==> src/rtl/pwm_meter_pkg.sv <==
// Shared types and defaults for the PWM period/high-time meter.
package pwm_meter_pkg;
  localparam int PWM_W_DEF    = 32;
  localparam int PWM_SYNC_DEF = 2;
  localparam int PWM_FLT_DEF  = 4;

  typedef enum logic [1:0] {
    S_IDLE = 2'd0,
    S_ARM  = 2'd1,
    S_HIGH = 2'd2,
    S_LOW  = 2'd3
  } state_t;
endpackage

==> src/rtl/pwm_meter_sync_edge.sv <==
// Synchronizer, optional stability filter (PWM_METER_GLITCH_FILTER_EN) and
// rise/fall pulse generation for the asynchronous PWM input.
module pwm_meter_sync_edge #(
  parameter int SYNC_STAGES = 2,
  parameter int FLT_LEN     = 4
) (
  input  logic clk,
  input  logic rst,
  input  logic din,
  output logic level,
  output logic rise,
  output logic fall
);
  logic [SYNC_STAGES-1:0] sync_q, sync_d;
  logic                   prev_q, prev_d;

  always_comb begin
    sync_d = {sync_q[SYNC_STAGES-2:0], din};
    prev_d = level;
  end

`ifdef PWM_METER_GLITCH_FILTER_EN
  localparam int CW = $clog2(FLT_LEN + 1);
  logic          flt_q, flt_d;
  logic [CW-1:0] fcnt_q, fcnt_d;

  // A new level is taken on the FLT_LEN-th consecutive disagreeing cycle,
  // so both edges see the same added latency.
  always_comb begin
    flt_d  = flt_q;
    fcnt_d = '0;
    if (sync_q[SYNC_STAGES-1] != flt_q) begin
      if (fcnt_q == CW'(FLT_LEN - 1)) flt_d  = sync_q[SYNC_STAGES-1];
      else                             fcnt_d = fcnt_q + CW'(1);
    end
  end

  always_ff @(posedge clk or posedge rst) begin
    if (rst) begin
      flt_q  <= 1'b0;
      fcnt_q <= '0;
    end else begin
      flt_q  <= flt_d;
      fcnt_q <= fcnt_d;
    end
  end

  assign level = flt_q;
`else
  assign level = sync_q[SYNC_STAGES-1];
`endif

  assign rise = level & ~prev_q;
  assign fall = ~level & prev_q;

  always_ff @(posedge clk or posedge rst) begin
    if (rst) begin
      sync_q <= '0;
      prev_q <= 1'b0;
    end else begin
      sync_q <= sync_d;
      prev_q <= prev_d;
    end
  end
endmodule

==> src/rtl/pwm_meter.sv <==
// PWM receive meter: period and high time in clk cycles, stuck detect,
// saturation flag. PWM_METER_GLITCH_FILTER_EN enables the input filter.
module pwm_meter
  import pwm_meter_pkg::*;
#(
  parameter int W           = PWM_W_DEF,
  parameter int SYNC_STAGES = PWM_SYNC_DEF,
  parameter int FLT_LEN     = PWM_FLT_DEF
) (
  input  logic         clk,
  input  logic         rst,
  input  logic         en,
  input  logic         pwm_in,
  input  logic [W-1:0] timeout,
  output logic [W-1:0] period,
  output logic [W-1:0] high_time,
  output logic         ovf,
  output logic         valid,
  output logic         stuck,
  output logic         stuck_level
);
  localparam logic [W-1:0] CNT_MAX = '1;

  logic level, rise, fall, any_edge, tmo_hit;

  state_t       state_q, state_d;
  logic [W-1:0] cnt_q, cnt_d, hcnt_q, hcnt_d, idle_q, idle_d;
  logic [W-1:0] period_q, period_d, high_q, high_d;
  logic         sat_q, sat_d, ovf_q, ovf_d, valid_q, valid_d;
  logic         stuck_q, stuck_d, stuck_lvl_q, stuck_lvl_d;

  pwm_meter_sync_edge #(.SYNC_STAGES(SYNC_STAGES), .FLT_LEN(FLT_LEN)) u_sync (
    .clk   (clk),
    .rst   (rst),
    .din   (pwm_in),
    .level (level),
    .rise  (rise),
    .fall  (fall)
  );

  assign any_edge = rise | fall;
  // An edge in the same cycle as the limit suppresses the stuck report.
  assign tmo_hit  = (timeout != '0) && !any_edge && (idle_q >= timeout - W'(1));

  always_comb begin
    state_d     = state_q;
    cnt_d       = cnt_q;
    hcnt_d      = hcnt_q;
    idle_d      = idle_q;
    sat_d       = sat_q;
    period_d    = period_q;
    high_d      = high_q;
    ovf_d       = ovf_q;
    valid_d     = 1'b0;
    stuck_d     = stuck_q;
    stuck_lvl_d = stuck_lvl_q;

    if (!en) begin
      state_d = S_IDLE;
      cnt_d   = '0;
      hcnt_d  = '0;
      idle_d  = '0;
      sat_d   = 1'b0;
      stuck_d = 1'b0;
    end else begin
      idle_d = (any_edge || timeout == '0) ? '0 : idle_q + W'(1);
      if (any_edge) stuck_d = 1'b0;

      case (state_q)
        S_IDLE: begin
          state_d = S_ARM;
          idle_d  = '0;
        end
        S_ARM: begin
          if (rise) begin
            state_d = S_HIGH;
            cnt_d   = W'(1);
            hcnt_d  = W'(1);
            sat_d   = 1'b0;
          end
        end
        S_HIGH: begin
          if (cnt_q == CNT_MAX) sat_d = 1'b1;
          else                  cnt_d = cnt_q + W'(1);
          if (fall) begin
            state_d = S_LOW;
          end else if (hcnt_q == CNT_MAX) begin
            sat_d = 1'b1;
          end else begin
            hcnt_d = hcnt_q + W'(1);
          end
        end
        S_LOW: begin
          if (rise) begin
            period_d = cnt_q;
            high_d   = hcnt_q;
            ovf_d    = sat_q;
            valid_d  = 1'b1;
            state_d  = S_HIGH;
            cnt_d    = W'(1);
            hcnt_d   = W'(1);
            sat_d    = 1'b0;
          end else if (cnt_q == CNT_MAX) begin
            sat_d = 1'b1;
          end else begin
            cnt_d = cnt_q + W'(1);
          end
        end
        default: state_d = S_IDLE;
      endcase

      if (tmo_hit && state_q != S_IDLE) begin
        stuck_d     = 1'b1;
        stuck_lvl_d = level;
        state_d     = S_ARM;
        cnt_d       = '0;
        hcnt_d      = '0;
        idle_d      = '0;
        sat_d       = 1'b0;
      end
    end
  end

  always_ff @(posedge clk or posedge rst) begin
    if (rst) begin
      state_q     <= S_IDLE;
      cnt_q       <= '0;
      hcnt_q      <= '0;
      idle_q      <= '0;
      sat_q       <= 1'b0;
      period_q    <= '0;
      high_q      <= '0;
      ovf_q       <= 1'b0;
      valid_q     <= 1'b0;
      stuck_q     <= 1'b0;
      stuck_lvl_q <= 1'b0;
    end else begin
      state_q     <= state_d;
      cnt_q       <= cnt_d;
      hcnt_q      <= hcnt_d;
      idle_q      <= idle_d;
      sat_q       <= sat_d;
      period_q    <= period_d;
      high_q      <= high_d;
      ovf_q       <= ovf_d;
      valid_q     <= valid_d;
      stuck_q     <= stuck_d;
      stuck_lvl_q <= stuck_lvl_d;
    end
  end

  assign period      = period_q;
  assign high_time   = high_q;
  assign ovf         = ovf_q;
  assign valid       = valid_q;
  assign stuck       = stuck_q;
  assign stuck_level = stuck_lvl_q;
endmodule

==> config.mk <==
export PLATFORM = sky130hd
export DESIGN_NAME = pwm_meter
export DESIGN_NICKNAME = d
export VERILOG_FILES = /design/src/rtl/pwm_meter_pkg.sv /design/src/rtl/pwm_meter_sync_edge.sv /design/src/rtl/pwm_meter.sv
export SDC_FILE = /design/constraint.sdc
export NUM_CORES = 1
export LEC_CHECK = 0
export BUFFER_PORTS_ARGS = -buffer_cell sky130_fd_sc_hd__buf_4
export CAP_MARGIN = 20
export CORE_AREA = 2 2 165 167
export CTS_CLUSTER_DIAMETER = 200
export DETAILED_ROUTE_END_ITERATION = 8
export DIE_AREA = 0 0 167 169
export SETUP_SLACK_MARGIN = 0.4
export SYNTH_ARGS = -nofsm -noshare
export SYNTH_HDL_FRONTEND = slang
export SYNTH_SLANG_ARGS = --single-unit
==> constraint.sdc <==
create_clock -name clk -period 8.5 [get_ports clk]
set_input_delay 1.7 -clock clk [delete_from_list [all_inputs] [get_ports clk]]
set_output_delay 1.7 -clock clk [all_outputs]
set_load 0.02 [all_outputs]
Word level (Yosys, flattened, before mapping)
Index checks and enable logic that the tools add are counted.
W data, S select, Z words.
{ "op_classes": {"n_addsub": 4, "magnitude_cmp": 1, "eq_ne": 13, "mux": 34, "n_bitwise": 5, "n_reduce_logical": 15} }
{ "op_table": {"columns": ["op", "n"], "rows": [
  ["$mux W32", 13],
  ["$add A32 B1 Y32 const B", 3],
  ["$pmux W32 S3", 1],
  ["$eq A32 B32 Y1 const B", 2],
  ["$pmux W32 S2", 1],
  ["$ge A32 B32 Y1", 1],
  ["$logic_not A32 Y1", 1],
  ["$reduce_bool A32 Y1", 1],
  ["$sub A32 B1 Y32 const B", 1],
  ["$ne A4 B4 Y1 const B", 4],
  ["$mux W1", 13],
  ["$mux W2", 4],
  ["$ne A4 B2 Y1 const B", 2],
  ["$pmux W2 S3", 1],
  ["$reduce_and A2 Y1", 3],
  ["$ne A5 B1 Y1 const B", 1],
  ["$eq A2 B2 Y1 const B", 2],
  ["$reduce_and A4 Y1", 1],
  ["$logic_and A1 B1 Y1", 3],
  ["$ne A3 B1 Y1 const B", 1],
  ["$pmux W1 S3", 1],
  ["$reduce_and A3 Y1", 1],
  ["$and A1 B1 Y1", 2],
  ["$eq A2 B1 Y1 const B", 1],
  ["7 further kinds", 8]
]} }
{ "word_totals": {"ff_bits": 170, "inputBits": 36, "output_inout_bits": 68, "elab_cells": 85} }

Logic depth before layout (Yosys ltp)
Gate-level depths: netlist (run 1).
{ "depth": {"word_depth": 9, "depth_mapped": 18, "mapped_depth_nobuf": 17} }

Modules after synthesis
Synthesis (run 1) repeated with hierarchy kept, for this count alone.
{ "hier_totals": {"cells_unflattened": 1059, "area_unflattened_um2": 9136.3} }
{ "modules_own_cells": {"columns": ["mod", "instances", "cells_each", "area_per_inst_um2"], "rows": [
  ["pwm_meter", 1, 1053, 9042.4],
  ["pwm_meter_sync_edge", 1, 6, 93.8]
]} }

Worst setup path before layout (run 1)
Ideal clock, no wire load.
{ "synth_path": {"kind": "input to register", "start": "input timeout[2]", "end": "register cnt_q[17]", "setup_ns": 0.083, "arrival_ns": 5.445, "slack_ns": 2.972, "path_stages": 18, "path_cell_list": "nor4_1 > nand2_1 > nor4_1 > nand2b_1 > or3_1 > clkbuf_1 > nor4_1 > xnor2_1 > ha_1 > a21oi_1 > o21ai_0 > a221oi_1 > o211a_1 > o221ai_2 > or2_4 > buf_6 > or3_1 > o21ai_0"} }
{ "synth_via": {"elab_chain_cells": 6, "elab_cells_between_ends": 11} }
{ "synth_rtl": {"columns": ["element", "line_no", "source"], "rows": [
  ["from (decl)", "pwm_meter.sv:14", "input logic [W-1:0] timeout,"],
  ["$sub A32 B1 Y32 / $reduce_bool A32 Y1 (equally long branches)", "pwm_meter.sv:43", "assign tmo_hit = (timeout != '0) && !any_edge && (idle_q >= timeout - W'(1));"],
  ["$ge A32 B32 Y1 / $logic_and A1 B1 Y1 (equally long branches)", "pwm_meter.sv:43", null],
  ["$logic_and A1 B1 Y1 *", "pwm_meter.sv:43", null],
  ["$logic_and A1 B1 Y1 *", "pwm_meter.sv:112", "if (tmo_hit && state_q != S_IDLE) begin"],
  ["$ne A5 B1 Y1 (no source line) (tied with other cells)", null, null],
  ["$reduce_and A2 Y1 (no source line) / $mux W32 (equally long branches)", null, null],
  ["to (signal assigned)", "pwm_meter.sv:139", "cnt_q <= cnt_d;"],
  ["to (decl)", "pwm_meter.sv:27", "logic [W-1:0] cnt_q, cnt_d, hcnt_q, hcnt_d, idle_q, idle_d;"]
]} }
Mark *: on every way between the ends. The rest lies on a longest branch, timed or not.
A chain may end at the register's enable or synchronous reset.

Worst setup path after layout (run 1)
{ "layout_path": {"start": "input timeout[2]", "end": "register idle_q[7]"} }
{ "layout_via": {"elab_chain_cells": 6, "elab_cells_between_ends": 12} }
{ "layout_rtl": {"columns": ["element", "line_no", "source"], "rows": [
  ["$sub A32 B1 Y32 (tied with other cells)", "pwm_meter.sv:43", null],
  ["$ge A32 B32 Y1 (tied with other cells)", "pwm_meter.sv:43", null],
  ["$logic_and A1 B1 Y1 / $mux W32 (equally long branches)", "pwm_meter.sv:43, pwm_meter.sv:66", null],
  ["$logic_and A1 B1 Y1 / $mux W32 (equally long branches)", "pwm_meter.sv:112, pwm_meter.sv:69", null],
  ["$mux W32 *", "pwm_meter.sv:112", null],
  ["$mux W32 *", "pwm_meter.sv:58", "if (!en) begin"],
  ["via idle_d[7]", "pwm_meter.sv:27", null],
  ["to (signal assigned)", "pwm_meter.sv:141", "idle_q <= idle_d;"],
  ["to (decl)", "pwm_meter.sv:27", null]
]} }
The timed path passes the listed nets; every way through them passes the cells marked *.

==> metrics.cfg, run 1 <==
[outcome]
status = completed

[timing]
finalSetupViolations = 0
slew_viol_final = 0
max_slew_margin_pct = 30.5
tns_ns = 0
finClkSkew_ns = 0.0118
rsz0062_at_grt = no
period_needed_ns = 6.34
tightest_slew_ns = 1.04
setup_ws_ns = 2.16
fmax_mhz = 158
hold_violations = 0
period_share_pct = 74.6

[global_routing]
grt_use_total_pct = 16.5
grt_pass1_vias = 7547
grtUsageMet1_pct = 22.1
grt_pass1_wl_um = 38300
grtUsageMet2_pct = 27.4
met3_usage_pct = 3.79
overflow = 0
grt_max_degree = 107
busiest_layer = met2
antenna_found_initial = 0

[cells_and_area]
mostFrequentLayoutCell = nand2_1
diodes = 0
drive_gt1_share_pct = 13.5
nNetsFinal = 1212
multi_input_area_um2 = 4590
postLayoutCellArea_um2 = 10800
n_fill_cell = 2677
regArea_um2 = 4250
area_growth_pct = 18.2
final_cell_mix = 223 x nand2_1, 170 x dfrtp_1, 112 x nor2_1, 107 x buf_4, 63 x o21ai_0

[cts]
clock_tree.buffer_depth = 2
cts_buffers = 17
clkSinkCount = 170
clkLatencyLatePin_ns = 0.43
cts_tree = built
cts_resized = 0
clkTransAtPathRegs_ns = 0.07
cts_hold_buf = 0
postCtsSetupBuffers = 0
htree_levels = 4
cts.root.buffer_cell = clkbuf_16

[die]
core_region_area_um2 = 26500
ios = 104
initial_core_util_pct = 34.6
die_w_um = 167
rows = 60
fp.dieH_um = 169
die_area_um2 = 28200

[pwr]
p_per_area_nw_per_um2 = 158
p_leak_nw = 4.93
peakVddDrop_v = 0.000133

[logic_synthesis]
synth_largest_area_cell = dfrtp_1
yosysSeqAreaShare_pct = 46.4
yosys-top-cells-area = dfrtp_1 46%, nand2_1 9.1%, ha_1 5.2%, nor2_1 4.6%, xnor2_1 4.2%
synth_seq_cells = 170
syn_inst = 1052
synth-edff-count = 0
synthesis.nets = 1126
synth_top_area_share_pct = 46.4
syn_area_per_cell_um2 = 8.71
yosys_warnings = 0
synth-main-ff-cell = dfrtp_1
syn-cell-area_um2 = 9160
yosys.cell_types.count = 57
synthArstFlopShare_pct = 100

[drt]
via_count = 7677
routed_wl_um = 22600
drtIter0Drc = 433
post_drt_wl_per_cell_um = 15.2
route.antenna.remaining_nets = 0
via_per_inst = 5.15
drc = 0
first_pass_iters = 4

[worst_setup_path]
r2r-end = cnt_q[30]
critPathLaunch = timeout[2]
cpMaxStageDelayCell = or2_2
slowest_delay_ns = 0.62
critPathMostFrequentCell = nor4_1
end_kind = register
rrSetupSlack_ns = 4.99
required_ns = 8.78
crit_path_cell_trace = buf_4, nor4_1, nand2_1, nor4_1, nand2b_1, or3_1, nor3_1, xnor2_1, ha_1, nand4_1, nor4_1, o311ai_2, o221ai_4, buf_4, or2_2, nor2_1
criticalPathCategory = input port to register
start_kind = input port
regToRegStartpoint = idle_q[2]
reg2regPathDepth = 10
cp.arrival_ns = 6.63
worstPathMaxFanout = 32

[job]
maxCapViolCount = 0

[worst_hold_path]
hold_class = register to register
hold_depth = 0
holdPathEnd = u_sync.sync_q[1]
worstHoldStart = u_sync.sync_q[0]

[placed_design]
hpwl_um = 15700
place_congestion = 0.818
postPlaceCellArea_um2 = 10200
portBuffers = 103
dp_slack_ns = 1.69

synth_stat cells, types with 5 or more instances:
cell type	count
nand3_1	39
a31oi_1	18
dfrtp_1	170
a21oi_1	40
nand4_1	28
ha_1	38
clkbuf_1	35
nor4_1	10
a211oi_1	10
nor2_1	112
o211ai_1	7
xnor2_1	44
xor2_1	24
a311oi_1	8
o21ai_0	63
or3_1	14
nand2_1	223
and3_1	24
nor3_1	23
inv_1	37
and4_1	10
o21ai_1	5
where the power goes:
group | internal, mW | switching [mW] | leakage (nW)
Clock | 0.456 | 0.329 | 0.294
Sequential | 0.814 | 0.00849 | 2.36
Combinational | 0.0373 | 0.0698 | 2.27
Total | 1.31 | 0.407 | 4.93
sequential cells by signal, indices dropped and copies added (netlist names):
name,cells
cnt_q,32
u_sync.prev_q,1
valid,1
ovf,1
sat_q,1
state_q,2
period,32
hcnt_q,32
stuck,1
idle_q,32
u_sync.sync_q,2
stuck_level,1
high_time,32
worst max-delay path by stage:
stage | slack (ns) | cells after the start | to
after floorplan | 2.20 | 1 | cnt_q[0]
after global placement | 1.80 | 17 | sat_q
after detailed placement | 1.69 | 17 | cnt_q[30]
after CTS | 2.10 | 17 | cnt_q[7]
after global routing | 1.57 | 18 | cnt_q[30]
final | 2.16 | 16 | idle_q[7]
cells by family after synthesis:
| logic type | after synthesis | share of synthesized area (%) |
|---|---|---|
| flip-flops | 170 | 46.4 |
| buffers and inverters | 80 | 3.59 |
| XOR/XNOR | 68 | 6.50 |
| AND/OR/NAND/NOR | 511 | 25.5 |
| AO/OA/AOI/OAI | 185 | 12.8 |
| adder cells (fa/ha/maj) | 38 | 5.19 |
layout make-up:
type                    instances  share of cell area, %
clock inverters                10                   1.06
repair buffers                108                   7.56
well taps                     341                   3.94
clock buffers                  21                   4.35
inverters                      39                   1.40
flip-flops and latches        170                   39.3
multi-input cells             802                   42.4
worst max-delay path, delay by kind of cell:
kind | cells | cell delay [ns]
compound gates | 2 | 0.65
xor+xnor | 1 | 0.09
fa+ha+maj | 1 | 0.32
buf+inv | 2 | 0.55
simple gates | 10 | 3.27
per-stage QoR:
| step | hold WS, ns | cells | utilization, % | total power, mW |
|---|---|---|---|---|
| 3_5_place_dp | 0.335 | 1459 | 38.6 | 0.946 |
| 6_report | 0.346 | 1491 | 40.9 | 1.71 |
| 2_1_floorplan | 0.331 | 1052 | - | 0.902 |
| 3_3_place_gp | 0.333 | 1459 | 38.6 | 0.944 |
| 4_1_cts | 0.350 | 1490 | 40.8 | 1.73 |
| 5_1_grt | 0.363 | 1491 | 40.9 | 1.78 |
per-layer routing:
layer / vias up / routed length [um]
met5: - / 0
li1: 3830 / -
met4: 0 / 244
met3: 16 / 939
met2: 147 / 10600
met1: 3684 / 10900
Power figures use the tool's default switching activity.
==> inputs of run 2 (changes only) <==
clock period = 5.56 ns   (was 8.5 ns; I/O delays follow)
==> metrics.cfg, run 2 (synthesis results as in run 1) <==
[cts]
clock_tree.buffer_depth = 2
postCtsSetupBuffers = 0
clkLatencyLatePin_ns = 0.44
cts_tree = built
cts_buffers = 17
htree_levels = 4
clkTransAtPathRegs_ns = 0.07
clkSinkCount = 170
cts.root.buffer_cell = clkbuf_16

[cells_and_area]
area_growth_pct = 18.6
drive_gt1_share_pct = 14.2
mostFrequentLayoutCell = nand2_1
nNetsFinal = 1217
diodes = 0
post-route-util_pct = 41.0
fin_cells = 1497
postLayoutCellArea_um2 = 10900
final_cell_mix = 223 x nand2_1, 170 x dfrtp_1, 112 x nor2_1, 112 x buf_4, 63 x o21ai_0

[die]
fp.dieH_um = 169
ios = 104
core_region_area_um2 = 26500
rows = 60
die_area_um2 = 28200
initial_core_util_pct = 34.6
die_w_um = 167

[worst_setup_path]
start_kind = input port
end_kind = register
cp.arrival_ns = 5.18
reg2regPathDepth = 11
worstPathMaxFanout = 20
required_ns = 5.92
criticalPathCategory = input port to register

[drt]
routed_wl_um = 22400
via_per_inst = 5.12
first_pass_iters = 4
post_drt_wl_per_cell_um = 15.0
drc = 0
route.antenna.remaining_nets = 0
drtIter0Drc = 461
via_count = 7665

[worst_hold_path]
hold_depth = 0
hold_class = register to register

[job]
maxCapViolCount = 0

[timing]
hold_violations = 0
tns_ns = 0
fmax_mhz = 207
finalSetupViolations = 0
period_share_pct = 86.7
period_needed_ns = 4.82
max_slew_margin_pct = 38.1
finClkSkew_ns = 0.00920
rsz0062_at_grt = no
setup_ws_ns = 0.739
slew_viol_final = 0
tightest_slew_ns = 0.927

[pwr]
seq_power_share_pct = 48.5
share_comb_of_total_power_pct = 6.6
peakVddDrop_v = 0.000207
clkPwrFrac_pct = 44.8
netSwitchingPower_mw = 0.652
p_per_area_nw_per_um2 = 237
switching_share_pct = 25.3
p_leak_nw = 4.93
intPower_mw = 1.93

[global_routing]
met3_usage_pct = 3.55
grtUsageMet2_pct = 26.4
grt_pass1_wl_um = 38000
antenna_found_initial = 0
grtUsageMet1_pct = 22.2
overflow = 0
grt_max_degree = 136
busiest_layer = met2
grt_use_total_pct = 16.5
grt_pass1_vias = 7523

[placed_design]
dp_cells = 1464
dp_slack_ns = 0.255
postPlaceCellArea_um2 = 10300
portBuffers = 103
place_congestion = 0.830
hpwl_um = 15900

[outcome]
status = completed

-- run 2: cell type report --
type                       count  area (um^2)
fill                        2683        15600
sequential                   170         4250
clock buffer                  17          425
multi-input combinational    802         4610
tap                          341          427
inverter                      39          150
timing repair buffer         113          861
clock inverter                15          146
-- run 2: timing repair --
| action | 4_1_cts | 5_1_grt |
|---|---|---|
| resized for setup | 0 | 3 |
| endpoints found under the setup margin | 0 | 65 |
| hold buffers | 0 | 0 |
-- run 2: worst paths after layout --
kind,from,to,slack (ns)
worst max-delay path,timeout[15],cnt_q[3],0.74
max in group asynchronous,rst,hcnt_q[24],3.53
min in group asynchronous,rst,period[22],0.83
worst max register to register,idle_q[11],cnt_q[3],2.49
worst min register to register,u_sync.sync_q[0],u_sync.sync_q[1],0.35
worst min-delay path,u_sync.sync_q[0],u_sync.sync_q[1],0.35
-- run 2: metal layers --
metal / vias to the layer above / wire, um
met5: - / 0
met4: 0 / 431
met3: 24 / 914
met2: 148 / 10200
met1: 3641 / 10800
li1: 3852 / -
-- run 2: worst max-delay path, cell delays in order --
cell	delay (ns)
buf_4	0.13
nor2_1	0.13
or4b_2	0.64
or4_4	0.59
nor4_1	0.26
xnor2_1	0.16
ha_1	0.28
a21oi_1	0.15
nand2_1	0.07
a221oi_1	0.29
o211a_1	0.28
o221ai_1	0.19
a211oi_4	0.27
buf_4	0.27
buf_4	0.20
a21oi_1	0.05
o21ai_1	0.12
-- run 2: power groups by stage --
| stage | Clock, mW | Sequential [mW] | Combinational (mW) |
|---|---|---|---|
| 2_1_floorplan | 0 | 1.28 | 0.101 |
| 3_3_place_gp | 0 | 1.28 | 0.171 |
| 3_5_place_dp | 0 | 1.28 | 0.174 |
| 4_1_cts | 1.19 | 1.25 | 0.174 |
| 5_1_grt | 1.24 | 1.25 | 0.195 |
| 6_report | 1.16 | 1.25 | 0.171 |
-- run 2: per-stage QoR --
stage          power [mW]  hold slack, ns
2_1_floorplan        1.38           0.331
3_3_place_gp         1.45           0.333
3_5_place_dp         1.45           0.335
4_1_cts              2.61           0.350
5_1_grt              2.69           0.376
6_report             2.58           0.350
